$ cat config.mk
export PLATFORM = sky130hd
export DESIGN_NAME = ps2_key_receiver_flat
export DESIGN_NICKNAME = d
export VERILOG_FILES = /design/src/rtl/ps2_key_receiver_if.sv /design/src/rtl/ps2_key_receiver.sv /design/src/flat_wrapper.sv
export SDC_FILE = /design/constraint.sdc
export NUM_CORES = 1
export LEC_CHECK = 0
export BUFFER_PORTS_ARGS = -buffer_cell sky130_fd_sc_hd__buf_2
export CAP_MARGIN = 0
export CORE_UTILIZATION = 51
export CTS_CLUSTER_SIZE = 16
export DETAILED_ROUTE_END_ITERATION = 10
export PLACE_DENSITY = 0.69
export REMOVE_ABC_BUFFERS = 1
export SLEW_MARGIN = 10
export SYNTH_ARGS = -nofsm -noshare
export SYNTH_HDL_FRONTEND = slang
export SYNTH_SLANG_ARGS = --single-unit
$ cat constraint.sdc
create_clock -name clk -period 4.17 [get_ports clk]
set_clock_uncertainty 0.15 [all_clocks]
set_input_delay 0.417 -clock clk [delete_from_list [all_inputs] [get_ports clk]]
set_output_delay 0.417 -clock clk [all_outputs]
set_load 0.02 [all_outputs]
$ cat src/rtl/ps2_key_receiver_if.sv
// Key event bus from the PS/2 receiver to the display/graphics top level.
// master: receiver drives key_code/extended/released and the two pulses.
interface ps2_key_receiver_if;
   logic [7:0] key_code;
   logic       extended;
   logic       released;
   logic       interrupt;
   logic       frame_err;

   modport master (
      output key_code,
      output extended,
      output released,
      output interrupt,
      output frame_err
   );

   modport slave (
      input key_code,
      input extended,
      input released,
      input interrupt,
      input frame_err
   );
endinterface

$ cat src/rtl/ps2_key_receiver.sv
// PS/2 keyboard receiver: sync + deglitch, 11-bit frame decode, F0/E0 folding.
// Ports: clk, reset (sync, high), ps2c/ps2d raw lines, key (event bus master).
module ps2_key_receiver #(
   parameter int FILTER_LEN     = 8,
   parameter int TIMEOUT_CYCLES = 50000
) (
   input  logic               clk,
   input  logic               reset,
   input  logic               ps2c,
   input  logic               ps2d,
   ps2_key_receiver_if.master key
);

   localparam int TW = $clog2(TIMEOUT_CYCLES + 1);
   // Timeout fires on the cycle that makes frame_err land exactly
   // TIMEOUT_CYCLES after the last accepted falling edge.
   localparam logic [TW-1:0] TMO_LAST = TW'(TIMEOUT_CYCLES - 2);

   typedef enum logic [1:0] {
      IDLE  = 2'd0,
      RECV  = 2'd1,
      CHECK = 2'd2
   } state_t;

   logic                  c_s1;
   logic                  c_s2;
   logic                  d_s1;
   logic                  d_s2;
   logic [FILTER_LEN-1:0] filt_sr;
   logic                  filt_q;
   logic                  filt_d;
   logic                  fall_tick;

   always_ff @(posedge clk) begin
      if (reset) begin
         c_s1    <= 1'b1;
         c_s2    <= 1'b1;
         d_s1    <= 1'b1;
         d_s2    <= 1'b1;
         filt_sr <= '1;
         filt_q  <= 1'b1;
         filt_d  <= 1'b1;
      end else begin
         c_s1    <= ps2c;
         c_s2    <= c_s1;
         d_s1    <= ps2d;
         d_s2    <= d_s1;
         filt_sr <= {filt_sr[FILTER_LEN-2:0], c_s2};
         if (&filt_sr) begin
            filt_q <= 1'b1;
         end else if (~|filt_sr) begin
            filt_q <= 1'b0;
         end
         filt_d  <= filt_q;
      end
   end

   assign fall_tick = filt_d & ~filt_q;

   state_t        state_q;
   state_t        state_n;
   logic [3:0]    bit_cnt_q;
   logic [3:0]    bit_cnt_n;
   logic [TW-1:0] tmo_q;
   logic [TW-1:0] tmo_n;
   logic [9:0]    sh_q;
   logic [9:0]    sh_n;
   logic          rel_pend_q;
   logic          rel_pend_n;
   logic          ext_pend_q;
   logic          ext_pend_n;
   logic [7:0]    key_q;
   logic [7:0]    key_n;
   logic          ext_q;
   logic          ext_n;
   logic          rel_q;
   logic          rel_n;
   logic          int_q;
   logic          int_n;
   logic          err_q;
   logic          err_n;

   logic          frame_ok;
   logic          is_f0;
   logic          is_e0;

   // sh_q = {stop, parity, D7..D0}; odd parity over data+parity.
   assign frame_ok = (^sh_q[8:0]) & sh_q[9];
   assign is_f0    = (sh_q[7:0] == 8'hF0);
   assign is_e0    = (sh_q[7:0] == 8'hE0);

   always_ff @(posedge clk) begin
      if (reset) begin
         state_q    <= IDLE;
         bit_cnt_q  <= '0;
         tmo_q      <= '0;
         sh_q       <= '0;
         rel_pend_q <= 1'b0;
         ext_pend_q <= 1'b0;
         key_q      <= 8'h00;
         ext_q      <= 1'b0;
         rel_q      <= 1'b0;
         int_q      <= 1'b0;
         err_q      <= 1'b0;
      end else begin
         state_q    <= state_n;
         bit_cnt_q  <= bit_cnt_n;
         tmo_q      <= tmo_n;
         sh_q       <= sh_n;
         rel_pend_q <= rel_pend_n;
         ext_pend_q <= ext_pend_n;
         key_q      <= key_n;
         ext_q      <= ext_n;
         rel_q      <= rel_n;
         int_q      <= int_n;
         err_q      <= err_n;
      end
   end

   always_comb begin
      state_n    = state_q;
      bit_cnt_n  = bit_cnt_q;
      tmo_n      = tmo_q;
      sh_n       = sh_q;
      rel_pend_n = rel_pend_q;
      ext_pend_n = ext_pend_q;
      key_n      = key_q;
      ext_n      = ext_q;
      rel_n      = rel_q;
      int_n      = 1'b0;
      err_n      = 1'b0;

      case (state_q)
         IDLE: begin
            if (fall_tick && !d_s2) begin
               state_n   = RECV;
               bit_cnt_n = '0;
               tmo_n     = '0;
            end
         end

         RECV: begin
            if (fall_tick) begin
               sh_n      = {d_s2, sh_q[9:1]};
               bit_cnt_n = bit_cnt_q + 4'd1;
               tmo_n     = '0;
               if (bit_cnt_q == 4'd9) begin
                  state_n = CHECK;
               end
            end else if (tmo_q == TMO_LAST) begin
               state_n    = IDLE;
               tmo_n      = '0;
               err_n      = 1'b1;
               rel_pend_n = 1'b0;
               ext_pend_n = 1'b0;
            end else begin
               tmo_n = tmo_q + 1'b1;
            end
         end

         CHECK: begin
            state_n = IDLE;
            if (!frame_ok) begin
               err_n      = 1'b1;
               rel_pend_n = 1'b0;
               ext_pend_n = 1'b0;
            end else begin
               unique case (1'b1)
                  is_f0: rel_pend_n = 1'b1;
                  is_e0: ext_pend_n = 1'b1;
                  default: begin
                     key_n      = sh_q[7:0];
                     rel_n      = rel_pend_q;
                     ext_n      = ext_pend_q;
                     rel_pend_n = 1'b0;
                     ext_pend_n = 1'b0;
                     int_n      = 1'b1;
                  end
               endcase
            end
         end

         default: state_n = IDLE;
      endcase
   end

   assign key.key_code  = key_q;
   assign key.extended  = ext_q;
   assign key.released  = rel_q;
   assign key.interrupt = int_q;
   assign key.frame_err = err_q;

endmodule

$ cat src/flat_wrapper.sv
// flat-port wrapper written by rule: the top's interface ports become plain ports
module ps2_key_receiver_flat 
#(
   parameter int FILTER_LEN     = 8,
   parameter int TIMEOUT_CYCLES = 50000
)
  (clk, reset, ps2c, ps2d, key_key_code, key_extended, key_released, key_interrupt, key_frame_err);
  ps2_key_receiver_if key_i ();
  input  logic clk;
  input  logic reset;
  input  logic ps2c;
  input  logic ps2d;
  output wire logic [$bits(key_i.key_code)-1:0] key_key_code;
  output wire logic [$bits(key_i.extended)-1:0] key_extended;
  output wire logic [$bits(key_i.released)-1:0] key_released;
  output wire logic [$bits(key_i.interrupt)-1:0] key_interrupt;
  output wire logic [$bits(key_i.frame_err)-1:0] key_frame_err;
  assign key_key_code = key_i.key_code;
  assign key_extended = key_i.extended;
  assign key_released = key_i.released;
  assign key_interrupt = key_i.interrupt;
  assign key_frame_err = key_i.frame_err;
  ps2_key_receiver #(.FILTER_LEN(FILTER_LEN), .TIMEOUT_CYCLES(TIMEOUT_CYCLES)) u_core (.clk(clk), .reset(reset), .ps2c(ps2c), .ps2d(ps2d), .key(key_i));
endmodule
==> results by group <==
Run status
  • Outcome: finished clean

CTS
  • Clk Latency, worst-skew pair: ~330 ps
  • CTS tree: built
  • Clk buf depth: 2
  • Quantity of hold-fixing buffers added after cts: 0
  • CTS H-tree depth: 3
  • CTS resizes: 0
  • Post-CTS Setup Bufs: 0
  • Clk sinks: 60
  • CTS clk-pin slew, worst paths: around 70 ps
  • CTS buffer count: 9
  • Clock root buffer: clkbuf_8

Critical path
  • Worst setup path end: u_core.key.key_code[7]
  • CP delay by family, top: simple AND/OR/NAND/NOR gates
  • R2R depth: 6
  • WP buf/inv: 1
  • Stages on the worst setup path: 6
  • CP Data Required Time: ~4300 ps
  • Crit Path Class: register to register
  • Capturing point of the worst reg2reg path: u_core.key.key_code[7]
  • Crit path cell chain: inv_1 -> ha_1 -> xnor3_1 -> xor2_1 -> nor3_2 -> mux2i_1
  • Crit path largest cell delay: approximately 850 ps
  • R2R Path Start: u_core.sh_q[4]
  • Internal reg-to-reg setup slack: roughly 1500 ps
  • Worst setup SP type: register
  • Critical-path top delay cell: nor3_2
  • CP arrival: 2790 ps
  • Crit path launch: u_core.sh_q[4]
  • Crit-path max FO: 10
  • Worst Setup End Kind: register

Power and ir drop
  • Sw power: approximately 230 uW
  • Sw frac: approximately 20%
  • Reg power frac: around 50%
  • Clk pwr share: about half
  • Leakage: between 1 and 1.5 nW
  • Cell-internal power: 929 uW
  • Peak supply drop: about 0.24 mV
  • Pwr dens: between 300 and 400 mW/mm2
  • Combinational share of power: roughly 1.3%

Layout
  • Fin cells: 413
  • Nets: around 350
  • Area delta synth->final: 10.1%
  • Final Cell Area: approximately 0.0032 mm2
  • Most common cell after layout, fill and taps aside: dfxtp_1
  • N_diodes: 0
  • Share of cells above drive strength 1: ~17%
  • Most frequent cells in the layout: dfxtp_1 (60), nand2_1 (55), a21oi_1 (16), or2_2 (15), buf_2 (15)
  • Final core occ: between 50% and 60%

Timing
  • Crit path time final: 2680 ps
  • Setup TNS: 0 ps
  • Pins Over Slew Limit: 0
  • Max Clk Rate: between 300 and 400 MHz
  • Final setup vio count: 0
  • Slew HR: between 20% and 30%
  • RSZ-0062 raised after global routing: no
  • Worst-Margin Slew: 1050 ps
  • Hold Fails Final Rpt: 0
  • Tcrit/Tclk final: 64.3%

Min path
  • Hold crit path type: input port to register
  • Worst Min Path Start: ps2c

Drt
  • Via density: 5.81
  • First drt pass iteration count: 4
  • Drc violations: 0
  • Routed via count: between 2000 and 2500
  • Wire per inst: around 14 um
  • Initial DRC Count: around 180
  • DRT Wirelength: around 6000 um
  • Final ANT Viol Nets: 0

Global routing
  • Global-route wire length before repair: 10400 um
  • Vias in the first global route: ~2200
  • Largest net degree at the start of global routing: 50
  • Overflow after GRT: 0
  • Initial antenna violation count: 0
  • Gr usage total: 21.8%

Yosys
  • Post-Synthesis Cells: between 300 and 400
  • Cell variety after synth: 57
  • Top cell type's share of synthesized area: 41.3%
  • Synth area leader: dfxtp_1
  • Top cells by area, synth: dfxtp_1 (41%), nand2_1 (7.1%), ha_1 (5.2%)
  • Synth Cell Area: 0.00291 mm2
  • Yosys warnings: 0
  • Synth Area per Inst: a little under 9 um2
  • Sequential area share after synthesis: 41.3%
  • FFs w/ async S/R, synth: 0%
  • #FFs+latches synth: 60
  • Primary FF master, synth: dfxtp_1
  • Post-synth EDFFs: 0

Floorplan
  • Die width: 77.5 um
  • Area of the die: around 0.0060 mm2
  • Initial Util: a little over half
  • Core area: between 0.005 and 0.006 mm2
  • Die Y: around 77 um
  • I/O Pins: 16
  • Rows: 27

Placement
  • IO Port Bufs: 15
  • DP HPWL: between 3000 and 4000 um
  • Post-DP Area: ~0.0030 mm2
  • Routability Congestion: 0.790
  • Dpl cells: around 400

Run
  • Max_cap viols: 0
## cells by family after synthesis
| group | count (synthesis) | synth area share (%) |
|---|---|---|
| AOI/OAI and AO/OA | 65 | 15.8 |
| xor gates and xnor gates | 6 | 2.28 |
| adders and majority gates | 12 | 5.17 |
| buffers and inverters | 32 | 4.86 |
| DFF | 60 | 41.3 |
| muxes | 11 | 3.79 |
| and+or+nand+nor | 142 | 26.8 |
## worst register-to-register path, stage by stage, from the launching register on
cell,delay [ps]
dfxtp_1,400
inv_1,60
ha_1,300
xnor3_1,380
xor2_1,190
nor3_2,850
mux2i_1,270
## metal layers
metal,track usage [%],part of all wire (%)
met1,29.7,49
met2,32.7,44
met3,6.12,5.1
met4,8.11,1.4
met5,0,0
## per-stage QoR
stage          hold WS [ps]  worst slack [ps]  power, mW
6_report                115              1490       1.16
5_1_grt                96.0              1320       1.21
4_1_cts                 102              1460       1.18
3_5_place_dp            247              1480      0.605
3_3_place_gp            243              1570      0.605
2_1_floorplan           239              1800      0.595
## flip-flops by register name, indices dropped and copies added, names as in the netlist
signal / cells
u_core.tmo_q: 16
u_core.sh_q: 10
u_core.filt_sr: 8
u_core.key.key_code: 8
u_core.bit_cnt_q: 4
u_core.state_q: 2
u_core.c_s1: 1
u_core.c_s2: 1
u_core.d_s1: 1
u_core.d_s2: 1
u_core.ext_pend_q: 1
u_core.filt_d: 1
u_core.filt_q: 1
u_core.key.extended: 1
u_core.key.frame_err: 1
u_core.key.interrupt: 1
u_core.key.released: 1
u_core.rel_pend_q: 1
## synth_stat cells, types with 4 or more instances
cell type and n:
dfxtp_1 60, nand2_1 55, a21oi_1 16, or2_2 15, inv_1 13, ha_1 12, nand3_1 12, mux2i_1 11
clkbuf_1 10, o21ai_0 9, nor2_1 8, nor3_1 8, o2111ai_1 8, nand4_1 7, a31oi_1 6, and3_1 5
buf_2 5, or4_1 5, or3_1 4, xor2_1 4
## area by class of cell
| type | instances | area, um2 |
|---|---|---|
| fill | 514 | 2310 |
| multi-input combinational | 236 | 1560 |
| timing repair buffer | 15 | 75.1 |
| clock inverter | 5 | 75.1 |
| clock buffer | 11 | 141 |
| tap | 72 | 90.1 |
| sequential | 60 | 1200 |
| inverter | 14 | 52.6 |
## worst min path at each step
stage | endpoint | slack [ps] | cells past startpoint
floorplan | u_core.c_s2 | 240 | 1
global placement | u_core.c_s2 | 240 | 1
detailed placement | u_core.c_s2 | 250 | 1
CTS | u_core.c_s1 | 100 | 2
global route | u_core.c_s1 | 100 | 2
finish | u_core.c_s1 | 120 | 2
## power groups by stage
stage | clock, mW | combinational [mW] | sequential [mW]
CTS | 0.584 | 0.0159 | 0.576
floorplan | 0 | 0.00601 | 0.589
global placement | 0 | 0.0158 | 0.589
finish | 0.569 | 0.0155 | 0.576
detailed placement | 0 | 0.0159 | 0.589
global route | 0.613 | 0.0173 | 0.576
Power figures use the tool's default switching activity.
